===== src/rtl/jk_pkg.sv =====
// Shared definitions for the JK latch command sequencer: command encodings,
// sequencer states and the shadow-Q update rule.
package jk_pkg;

    localparam int CMD_W = 2;

    localparam logic [CMD_W-1:0] CMD_HOLD = 2'b00;
    localparam logic [CMD_W-1:0] CMD_CLR  = 2'b01;
    localparam logic [CMD_W-1:0] CMD_SET  = 2'b10;
    localparam logic [CMD_W-1:0] CMD_TOG  = 2'b11;

    typedef enum logic [2:0] {
        IDLE,
        SETUP,
        APPLY,
        HOLD,
        CHECK
    } jk_state_e;

    // Latch Q after one transparent window driven with cmd = {j,k}.
    function automatic logic next_q(input logic q, input logic [CMD_W-1:0] cmd);
        logic q_n;
        case (cmd)
            CMD_CLR: q_n = 1'b0;
            CMD_SET: q_n = 1'b1;
            CMD_TOG: q_n = ~q;
            default: q_n = q;
        endcase
        return q_n;
    endfunction

endpackage


===== src/rtl/jk_cmd_fifo.sv =====
// Small command FIFO: power-of-two depth, naturally wrapping pointers,
// head entry visible combinationally so the consumer can latch it on pop.
module jk_cmd_fifo
    import jk_pkg::*;
#(
    parameter int DEPTH = 4
) (
    input  logic                     clk,
    input  logic                     rst,
    input  logic                     push_i,
    input  logic [CMD_W-1:0]         din_i,
    input  logic                     pop_i,
    output logic [CMD_W-1:0]         head_o,
    output logic                     full_o,
    output logic                     empty_o,
    output logic [$clog2(DEPTH):0]   count_o
);

    localparam int AW  = $clog2(DEPTH);
    localparam int AW1 = AW + 1;
    localparam logic [AW:0] FULL_COUNT = AW1'(DEPTH);

    logic [CMD_W-1:0] mem_q [DEPTH];
    logic [AW-1:0]    wr_ptr_q, wr_ptr_d;
    logic [AW-1:0]    rd_ptr_q, rd_ptr_d;
    logic [AW:0]      count_q, count_d;
    logic             push_ok, pop_ok;

    assign full_o  = (count_q == FULL_COUNT);
    assign empty_o = (count_q == '0);
    assign count_o = count_q;
    assign head_o  = mem_q[rd_ptr_q];

    // Overflow / underflow requests are ignored rather than corrupting state.
    assign push_ok = push_i && !full_o;
    assign pop_ok  = pop_i && !empty_o;

    always_comb begin
        wr_ptr_d = wr_ptr_q;
        rd_ptr_d = rd_ptr_q;
        count_d  = count_q;
        if (push_ok) begin
            wr_ptr_d = wr_ptr_q + AW'(1);
        end
        if (pop_ok) begin
            rd_ptr_d = rd_ptr_q + AW'(1);
        end
        if (push_ok && !pop_ok) begin
            count_d = count_q + AW1'(1);
        end else if (!push_ok && pop_ok) begin
            count_d = count_q - AW1'(1);
        end
    end

    always_ff @(posedge clk) begin
        if (rst) begin
            wr_ptr_q <= '0;
            rd_ptr_q <= '0;
            count_q  <= '0;
        end else begin
            wr_ptr_q <= wr_ptr_d;
            rd_ptr_q <= rd_ptr_d;
            count_q  <= count_d;
        end
    end

    always_ff @(posedge clk) begin
        if (push_ok) begin
            mem_q[wr_ptr_q] <= din_i;
        end
    end

endmodule


===== src/rtl/jk_cmd_sequencer.sv =====
// Drives a level-sensitive JK latch: each queued command is played out as
// setup / one-cycle enable / hold / check, while a shadow Q tracks the latch.
module jk_cmd_sequencer
    import jk_pkg::*;
#(
    parameter int DEPTH = 4
) (
    input  logic             clk,
    input  logic             rst,
    // A command transfers on a rising edge where cmd_valid && cmd_ready;
    // cmd_ready depends only on FIFO occupancy, never on cmd_valid.
    input  logic             cmd_valid,
    output logic             cmd_ready,
    input  logic [CMD_W-1:0] cmd,
    output logic             j,
    output logic             k,
    output logic             le_n,
    input  logic             q_fb,
    output logic             q_exp,
    output logic             busy,
    output logic             done,
    output logic             err,
    input  logic             err_clr,
    output jk_state_e        dbg_state_o
);

    jk_state_e              state_q, state_d;
    logic [CMD_W-1:0]       cur_cmd_q, cur_cmd_d;
    logic                   j_q, j_d, k_q, k_d, le_n_q, le_n_d;
    logic                   q_exp_q, q_exp_d, done_q, done_d, err_q, err_d;
    logic                   fifo_push, fifo_pop, fifo_full, fifo_empty;
    logic [CMD_W-1:0]       fifo_head;
    logic [$clog2(DEPTH):0] fifo_count;

    assign cmd_ready = !fifo_full;
    assign fifo_push = cmd_valid && cmd_ready;
    assign busy      = (state_q != IDLE) || (fifo_count != '0);

    jk_cmd_fifo #(.DEPTH(DEPTH)) u_fifo (
        .clk     (clk),
        .rst     (rst),
        .push_i  (fifo_push),
        .din_i   (cmd),
        .pop_i   (fifo_pop),
        .head_o  (fifo_head),
        .full_o  (fifo_full),
        .empty_o (fifo_empty),
        .count_o (fifo_count)
    );

    always_comb begin
        state_d   = state_q;
        fifo_pop  = 1'b0;
        cur_cmd_d = cur_cmd_q;
        case (state_q)
            IDLE: begin
                if (!fifo_empty) begin
                    state_d  = SETUP;
                    fifo_pop = 1'b1;
                end
            end
            SETUP: state_d = APPLY;
            APPLY: state_d = HOLD;
            HOLD:  state_d = CHECK;
            CHECK: begin
                if (!fifo_empty) begin
                    state_d  = SETUP;
                    fifo_pop = 1'b1;
                end else begin
                    state_d = IDLE;
                end
            end
            default: state_d = IDLE;
        endcase
        if (fifo_pop) begin
            cur_cmd_d = fifo_head;
        end

        // Outputs are registered from the next state, so j/k settle a full
        // cycle before le_n drops and stay put until after it rises.
        j_d    = 1'b0;
        k_d    = 1'b0;
        if (state_d inside {SETUP, APPLY, HOLD}) begin
            j_d = cur_cmd_d[1];
            k_d = cur_cmd_d[0];
        end
        le_n_d = (state_d != APPLY);
        done_d = (state_d == CHECK);

        q_exp_d = q_exp_q;
        if (state_q == APPLY) begin
            q_exp_d = next_q(q_exp_q, cur_cmd_q);
        end

        // A mismatch outranks a simultaneous clear so no error is lost.
        err_d = err_q;
        if (state_q == CHECK && q_fb != q_exp_q) begin
            err_d = 1'b1;
        end else if (err_clr) begin
            err_d = 1'b0;
        end
    end

    always_ff @(posedge clk) begin
        if (rst) begin
            state_q   <= IDLE;
            cur_cmd_q <= CMD_HOLD;
            j_q       <= 1'b0;
            k_q       <= 1'b0;
            le_n_q    <= 1'b1;
            q_exp_q   <= 1'b0;
            done_q    <= 1'b0;
            err_q     <= 1'b0;
        end else begin
            state_q   <= state_d;
            cur_cmd_q <= cur_cmd_d;
            j_q       <= j_d;
            k_q       <= k_d;
            le_n_q    <= le_n_d;
            q_exp_q   <= q_exp_d;
            done_q    <= done_d;
            err_q     <= err_d;
        end
    end

    assign j           = j_q;
    assign k           = k_q;
    assign le_n        = le_n_q;
    assign q_exp       = q_exp_q;
    assign done        = done_q;
    assign err         = err_q;
    assign dbg_state_o = state_q;

endmodule


===== config.mk =====
export PLATFORM = sky130hd
export DESIGN_NAME = jk_cmd_sequencer
export DESIGN_NICKNAME = d
export VERILOG_FILES = /design/src/rtl/jk_pkg.sv /design/src/rtl/jk_cmd_fifo.sv /design/src/rtl/jk_cmd_sequencer.sv
export SDC_FILE = /design/constraint.sdc
export NUM_CORES = 1
export LEC_CHECK = 0
export CAP_MARGIN = 20
export CORE_ASPECT_RATIO = 1.4
export CORE_MARGIN = 3
export CORE_UTILIZATION = 30
export CTS_BUF_LIST = sky130_fd_sc_hd__clkbuf_4
export DETAILED_ROUTE_END_ITERATION = 7
export GPL_ROUTABILITY_DRIVEN = 0
export GPL_TIMING_DRIVEN = 1
export PLACE_DENSITY_LB_ADDON = 0.12
export SYNTH_ARGS = -nofsm -noshare
export SYNTH_HDL_FRONTEND = slang
export SYNTH_SLANG_ARGS = --single-unit

===== constraint.sdc =====
create_clock -name clk -period 2.35 [get_ports clk]
set_input_delay 0.47 -clock clk [delete_from_list [all_inputs] [get_ports clk]]
set_output_delay 0.47 -clock clk [all_outputs]
set_load 0.005 [all_outputs]

==> results.sh, run 1 <==
export IMPL_hold_class="flip-flop to flip-flop"
export IMPL_internal_power_w=0.00115
export IMPL_timing_critical_path_buf_inv=3
export IMPL_antenna_found_initial=0
export IMPL_ant_nets=0
export IMPL_p_per_area_nw_per_um2=1130
export IMPL_post_route_drc_count=0
export IMPL_h_tree_depth=1
export IMPL_yosys_warnings=0
export IMPL_fillers=367
export IMPL_synth_area_top_cells="dfxtp_1 35%, edfxtp_1 21%, ha_1 5.4%, mux4_2 3.9%, inv_1 3.6%"
export IMPL_grt_overflow_total=0
export IMPL_vias=833
export IMPL_synth_cell_types=29
export IMPL_cts_root_buf="clkbuf_4"
export IMPL_reg2reg_depth=10
export IMPL_endpoint_kind="output port"
export IMPL_synth_area_leader_cell="dfxtp_1"
export IMPL_synthesis_nets=114
export IMPL_hold_depth=1
export IMPL_clkLatencyLatePin_ps=320
export IMPL_grtUsageTotal=0.0973
export IMPL_outcome="complete, no violations"
export IMPL_post_drt_wl_per_cell_um=12.2
export IMPL_grt_max_degree=17
export IMPL_finalCriticalPeriod_ps=2210
export IMPL_rsz0062_at_grt="no"
export IMPL_setup_worst_path_start_class="flip-flop"
export IMPL_whs_ps=464
export IMPL_cts_buffers=3
export IMPL_grt_pass1_vias=795
export IMPL_final_nets=140
export IMPL_cts_hold_buf=0
export IMPL_reg2reg_from="u_fifo.count_o[0]$_SDFFE_PP0P_"
export IMPL_multiInputGateArea_sq_um=477
export IMPL_setup_viol_count_final=0
export IMPL_utilization=0.403
export IMPL_clockPowerShare=0.183
export IMPL_hp_start="cur_cmd_q[0]$_SDFF_PP0_"
export IMPL_port_buffers=17
export IMPL_post_place_ws_ps=-25.9
export IMPL_clk_pin_slew_ps=150
export IMPL_p_switching_w=0.000533
export IMPL_synth_top_cell_area_share=0.346
export IMPL_dpl_hpwl_um=1610
export IMPL_drv_slew=0
export IMPL_r2r_end="u_fifo.count_o[2]$_SDFFE_PP0P_"
export IMPL_rows=26
export IMPL_power_frac_seq=0.427
export IMPL_relSlewSlack=0.725
export IMPL_finalClockSkew_ps=2.66
export IMPL_cp_slowest_cell="clkdlybuf4s50_1"
export IMPL_vias_per_cell=4.96
export IMPL_drive_above_1_share=0.143
export IMPL_die_y_um=79.5
export IMPL_max_cap_viol_count=0
export IMPL_crit_type="flip-flop to output port"
export IMPL_setup_ws_ps=138
export IMPL_path_delay_family="buffers and inverters"
export IMPL_syn_inst=101
export IMPL_clock_path_buffers=2
export IMPL_worstMarginPinSlew_ps=411
export IMPL_dr_pass1_iters=4
export IMPL_pin_count=18
export IMPL_critical_path_max_stage_delay_ps=480
export IMPL_regArea_sq_um=646
export IMPL_cts_sinks=28
export IMPL_die_area_sq_um=4650
export IMPL_p_leak_nw=0.576
export IMPL_synth_area_sq_um=1160
export IMPL_grt_pass1_wl_um=3480
export IMPL_post_route_period_util=0.941
export IMPL_place_inst=161
export IMPL_final_cells=168
export IMPL_fp_coreArea_sq_um=3680
export IMPL_finalHoldViolations=0
export IMPL_ir_drop_mv=0.567
export IMPL_initialDrtViolationCount=14
export IMPL_p_comb_frac=0.390
export IMPL_cts_tree="done"
export IMPL_required_ps=1880
export IMPL_switching_share=0.317
export IMPL_avgSynthCellArea_sq_um=11.4
export IMPL_crit_fanout=7
export IMPL_power_w=0.00168
export IMPL_area_growth_pct=28.2
export IMPL_num_antenna_cells=0
export IMPL_seq_area_frac_synth=0.554
export IMPL_path_cells="buf_4 > nor3b_2 > inv_1 > clkdlybuf4s50_1"
export IMPL_die_w_um=58.5
export IMPL_fmax_mhz=452
export IMPL_initial_core_util=0.314
export IMPL_whs_endpoint="q_exp$_SDFFE_PP0P_"
export IMPL_cp_data_arrival_time_ps=1740
export IMPL_routed_wl_um=2060
export IMPL_synth_seq_cells=28
export IMPL_r2r_slack_ps=190
cells in the final DEF, fill, tap and decap left out, types with 2 or more instances in the layout:
| master | netlist | routed |
|---|---|---|
| dfxtp_1 | 20 | 18 |
| clkdlybuf4s50_1 | 0 | 16 |
| inv_1 | 11 | 11 |
| nor2_1 | 8 | 8 |
| edfxtp_1 | 8 | 8 |
| a21oi_1 | 7 | 7 |
| buf_4 | 0 | 6 |
| ha_1 | 5 | 5 |
| and3_1 | 4 | 4 |
| or3_1 | 4 | 4 |
| o21ai_0 | 4 | 4 |
| xor2_1 | 3 | 3 |
| clkbuf_4 | 0 | 3 |
| nand3_1 | 2 | 2 |
| nor4bb_1 | 2 | 2 |
| mux4_2 | 2 | 2 |
| nand4b_1 | 2 | 2 |
| o31ai_1 | 2 | 2 |
| o21ai_1 | 2 | 2 |
metal layers:
metal  track usage  wire length, um  vias up
li1              -                -      418
met1         0.111              869      401
met5             0                0        -
met2         0.167             1080       12
met4        0.0487               23        0
met3        0.0210               88        2
worst reg2reg max path: cells and delay by family (launching register included):
kind,cells,cell delay (ps)
compound gates,1,130
flops,1,370
xor+xnor,1,160
buf+inv,3,260
fa+ha+maj,2,520
simple gates,3,650
metrics by stage:
| step | cell area (sq um) | TNS [ps] |
|---|---|---|
| 2_1_floorplan | 1160 | 0 |
| 3_3_place_gp | 1390 | 0 |
| 3_5_place_dp | 1390 | -25.9 |
| 4_1_cts | 1480 | 0 |
| 5_1_grt | 1480 | 0 |
| 6_report | 1480 | 0 |
logic make-up after synthesis:
kind of cell | after synthesis | share of synthesized area
compound gates | 19 | 0.105
xor+xnor | 4 | 0.0303
fa+ha+maj | 6 | 0.0714
buf+inv | 13 | 0.0422
flops | 28 | 0.554
mux | 3 | 0.0476
simple gates | 28 | 0.149
how the worst max path moves through the flow:
stage,from,endpoint,depth (start not counted)
floorplan,u_fifo.count_o[0]$_SDFFE_PP0P_,u_fifo.count_o[2]$_SDFFE_PP0P_,9
global placement,cmd_valid,u_fifo.count_o[2]$_SDFFE_PP0P_,9
detailed placement,cmd_valid,u_fifo.count_o[2]$_SDFFE_PP0P_,9
CTS,u_fifo.count_o[0]$_SDFFE_PP0P_,u_fifo.count_o[2]$_SDFFE_PP0P_,10
global route,u_fifo.count_o[0]$_SDFFE_PP0P_,cmd_ready,4
finish,u_fifo.count_o[0]$_SDFFE_PP0P_,cmd_ready,4
Yosys cell counts:
library cell and number:
edfxtp_1 8, nand3_1 2, or2_1 1, nor4bb_1 2
nor3b_1 2, or4_1 1, xnor2_1 1, ha_1 5
mux4_2 2, a31o_1 1, a32oi_1 1, o21ai_0 4
xor2_1 3, a311oi_1 1, or3_1 4, or3_4 1
clkbuf_1 2, dfxtp_1 20, nor3_1 1, a21oi_1 7
and3_1 4, fa_1 1, nor2_1 8, nand4b_1 2
a311oi_2 1, mux2i_1 1, o21ai_1 2, o31ai_1 2
inv_1 11
power groups by stage:
stage	logic [W]	registers (W)	clock network, W
floorplan	0.000401	0.000713	0
global placement	0.000615	0.000727	0
detailed placement	0.000629	0.000732	0
global route	0.000739	0.000738	0.000347
finish	0.000656	0.000718	0.000309
CTS	0.000660	0.000718	0.000318
registers in the layout, indices dropped and copies added, names as in the netlist, named ones only:
register         count
cur_cmd_q            2
dbg_state_o          3
done                 1
err                  1
j                    1
k                    1
le_n                 1
q_exp                1
u_fifo.count_o       3
u_fifo.mem_q         8
u_fifo.rd_ptr_q      2
u_fifo.wr_ptr_q      2
what timing repair did:
| item | in CTS | in global routing |
|---|---|---|
| gates resized for setup | 5 | 1 |
| endpoints found under the setup margin | 1 | 1 |
| setup buffers | 3 | 0 |
| endpoints found under the hold margin | 0 | 0 |
final cells by class:
class,count,share of cell area
clock buffer,3,0.0152
clock inverter,1,0.0203
inverter,11,0.0278
multi-input combinational,60,0.322
sequential,28,0.435
tap,42,0.0354
timing repair buffer,23,0.144
No activity file was read; power rests on OpenSTA's default activity.
==> inputs of run 2 (changes only) <==
--- a/config.mk
+++ b/config.mk
@@ -10,10 +10,13 @@
 export CORE_MARGIN = 3
 export CORE_UTILIZATION = 30
 export CTS_BUF_LIST = sky130_fd_sc_hd__clkbuf_4
+export CTS_CLUSTER_DIAMETER = 80
 export DETAILED_ROUTE_END_ITERATION = 7
 export GPL_ROUTABILITY_DRIVEN = 0
 export GPL_TIMING_DRIVEN = 1
 export PLACE_DENSITY_LB_ADDON = 0.12
+export SKIP_LAST_GASP = 1
 export SYNTH_ARGS = -nofsm -noshare
 export SYNTH_HDL_FRONTEND = slang
 export SYNTH_SLANG_ARGS = --single-unit
+export TNS_END_PERCENT = 10
==> results.sh, run 2 (same netlist as run 1, synthesis figures left out) <==
export IMPL_hold_depth=1
export IMPL_die_w_um=58.5
export IMPL_switching_share=0.316
export IMPL_p_leak_nw=0.575
export IMPL_grt_overflow_total=0
export IMPL_ant_nets=0
export IMPL_top_register="u_fifo.mem_q"
export IMPL_r2r_slack_ps=110
export IMPL_port_buffers=17
export IMPL_drv_slew=0
export IMPL_cts_sinks=28
export IMPL_routed_wl_um=2040
export IMPL_pin_count=18
export IMPL_final_cell_mix="18 x dfxtp_1, 16 x clkdlybuf4s50_1, 11 x inv_1"
export IMPL_final_nets=140
export IMPL_finalCriticalPeriod_ps=2240
export IMPL_whs_ps=464
export IMPL_rsz0062_at_grt="yes"
export IMPL_p_per_area_nw_per_um2=1130
export IMPL_drive_above_1_share=0.135
export IMPL_place_inst=161
export IMPL_final_cells=168
export IMPL_r2r_end="u_fifo.count_o[2]$_SDFFE_PP0P_"
export IMPL_reg2reg_from="u_fifo.count_o[0]$_SDFFE_PP0P_"
export IMPL_largest_register_ffs=8
export IMPL_clock_path_buffers=2
export IMPL_setup_worst_path_start_class="flip-flop"
export IMPL_setup_viol_count_final=0
export IMPL_finalClockSkew_ps=2.72
export IMPL_dr_pass1_iters=4
export IMPL_hp_start="cur_cmd_q[0]$_SDFF_PP0_"
export IMPL_grt_pass1_wl_um=3440
export IMPL_cts_root_buf="clkbuf_4"
export IMPL_clk_pin_slew_ps=150
export IMPL_endpoint_kind="flip-flop"
export IMPL_setup_tns_ps=0
export IMPL_fillers=365
export IMPL_grt_pass1_vias=793
export IMPL_internal_power_w=0.00115
export IMPL_hold_class="flip-flop to flip-flop"
export IMPL_outcome="complete, no violations"
export IMPL_grt_max_degree=17
export IMPL_worstMarginPinSlew_ps=411
export IMPL_post_route_drc_count=0
export IMPL_clockPowerShare=0.184
export IMPL_cts_tree="done"
export IMPL_vias_per_cell=4.96
export IMPL_whs_endpoint="q_exp$_SDFFE_PP0P_"
export IMPL_crit_type="flip-flop to flip-flop"
export IMPL_die_area_sq_um=4650
export IMPL_post_drt_wl_per_cell_um=12.1
export IMPL_ir_drop_mv=0.561
export IMPL_power_frac_seq=0.428
export IMPL_final_common_cell="dfxtp_1"
export IMPL_fp_coreArea_sq_um=3680
export IMPL_antenna_found_initial=0
export IMPL_placed_area_sq_um=1390
export IMPL_relSlewSlack=0.725
export IMPL_grtUsageTotal=0.0963
export IMPL_power_w=0.00167
export IMPL_post_route_period_util=0.955
export IMPL_required_ps=2610
export IMPL_fmax_mhz=446
export IMPL_final_cell_area_sq_um=1480
export IMPL_clkLatencyLatePin_ps=320
export IMPL_area_growth_pct=27.8
export IMPL_vias=833
export IMPL_num_antenna_cells=0
export IMPL_initialDrtViolationCount=14
export IMPL_crit_fanout=4
export IMPL_h_tree_depth=1
export IMPL_initial_core_util=0.314
export IMPL_die_y_um=79.5
export IMPL_reg2reg_depth=10
export IMPL_p_comb_frac=0.388
export IMPL_cp_data_arrival_time_ps=2510
export IMPL_dpl_hpwl_um=1610
export IMPL_finalHoldViolations=0
export IMPL_cts_buffers=3
export IMPL_max_cap_viol_count=0
export IMPL_rows=26
export IMPL_p_switching_w=0.000529
## run 2: cell counts in the layout (fill, tap and decap cells not counted)
No cell type changed its count.
## run 2: layer usage
layer | track usage | wire (um)
met1 | 0.108 | 851
met2 | 0.167 | 1080
met3 | 0.0210 | 90
met4 | 0.0487 | 23
met5 | 0 | 0
## run 2: how the worst max path moves through the flow
stage | start | to | slack, ps | cells after the start
5_1_grt | u_fifo.count_o[0]$_SDFFE_PP0P_ | u_fifo.count_o[2]$_SDFFE_PP0P_ | -130 | 10
3_3_place_gp | cmd_valid | u_fifo.count_o[2]$_SDFFE_PP0P_ | 20 | 9
3_5_place_dp | cmd_valid | u_fifo.count_o[2]$_SDFFE_PP0P_ | -30 | 9
2_1_floorplan | u_fifo.count_o[0]$_SDFFE_PP0P_ | u_fifo.count_o[2]$_SDFFE_PP0P_ | 360 | 9
4_1_cts | u_fifo.count_o[0]$_SDFFE_PP0P_ | cmd_ready | -40 | 4
6_report | u_fifo.count_o[0]$_SDFFE_PP0P_ | u_fifo.count_o[2]$_SDFFE_PP0P_ | 110 | 10
## run 2: repair_timing
item | CTS | global route
hold buffers | 0 | 0
setup endpoints to repair | 1 | 2
setup buffers | 3 | 0
resized for setup | 4 | 1
## run 2: cell type report
class,count,area [sq um],area share
multi-input cells,60,472,0.319
inverters,11,41.3,0.0279
clock buffers,3,22.5,0.0152
repair buffers,23,214,0.145
well taps,42,52.6,0.0356
flip-flops and latches,28,646,0.437
clock inverters,1,30.0,0.0203
## run 2: power groups by stage
stage          sequential, W  clock, W  combinational, W
5_1_grt             0.000737  0.000347          0.000736
4_1_cts             0.000717  0.000318          0.000657
6_report            0.000716  0.000309          0.000649
2_1_floorplan       0.000713         0          0.000401
3_5_place_dp        0.000732         0          0.000629
3_3_place_gp        0.000727         0          0.000615
## run 2: worst max-delay path, cell delays in order (launching register included)
cell and delay, ps:
dfxtp_4 370, buf_4 140, nor3_1 270, nor2_1 160, inv_1 80, ha_1 160
inv_1 50, fa_1 370, xor2_1 160, or3_1 310, a21oi_1 130
## run 2: metrics by stage
stage | setup slack (ps) | utilization
CTS | -39.1 | 0.401
detailed placement | -25.9 | 0.379
global placement | 19.6 | 0.379
floorplan | 363 | -
finish | 107 | 0.402
global route | -131 | 0.402
==> inputs of run 3 (changes only) <==
--- a/config.mk
+++ b/config.mk
@@ -14,6 +14,7 @@
 export DETAILED_ROUTE_END_ITERATION = 7
 export GPL_ROUTABILITY_DRIVEN = 0
 export GPL_TIMING_DRIVEN = 1
+export HOLD_SLACK_MARGIN = 0.15
 export PLACE_DENSITY_LB_ADDON = 0.12
 export SKIP_LAST_GASP = 1
 export SYNTH_ARGS = -nofsm -noshare
==> results of run 3 <==
The final DEF is identical to that of run 2; final timing and power are the same.
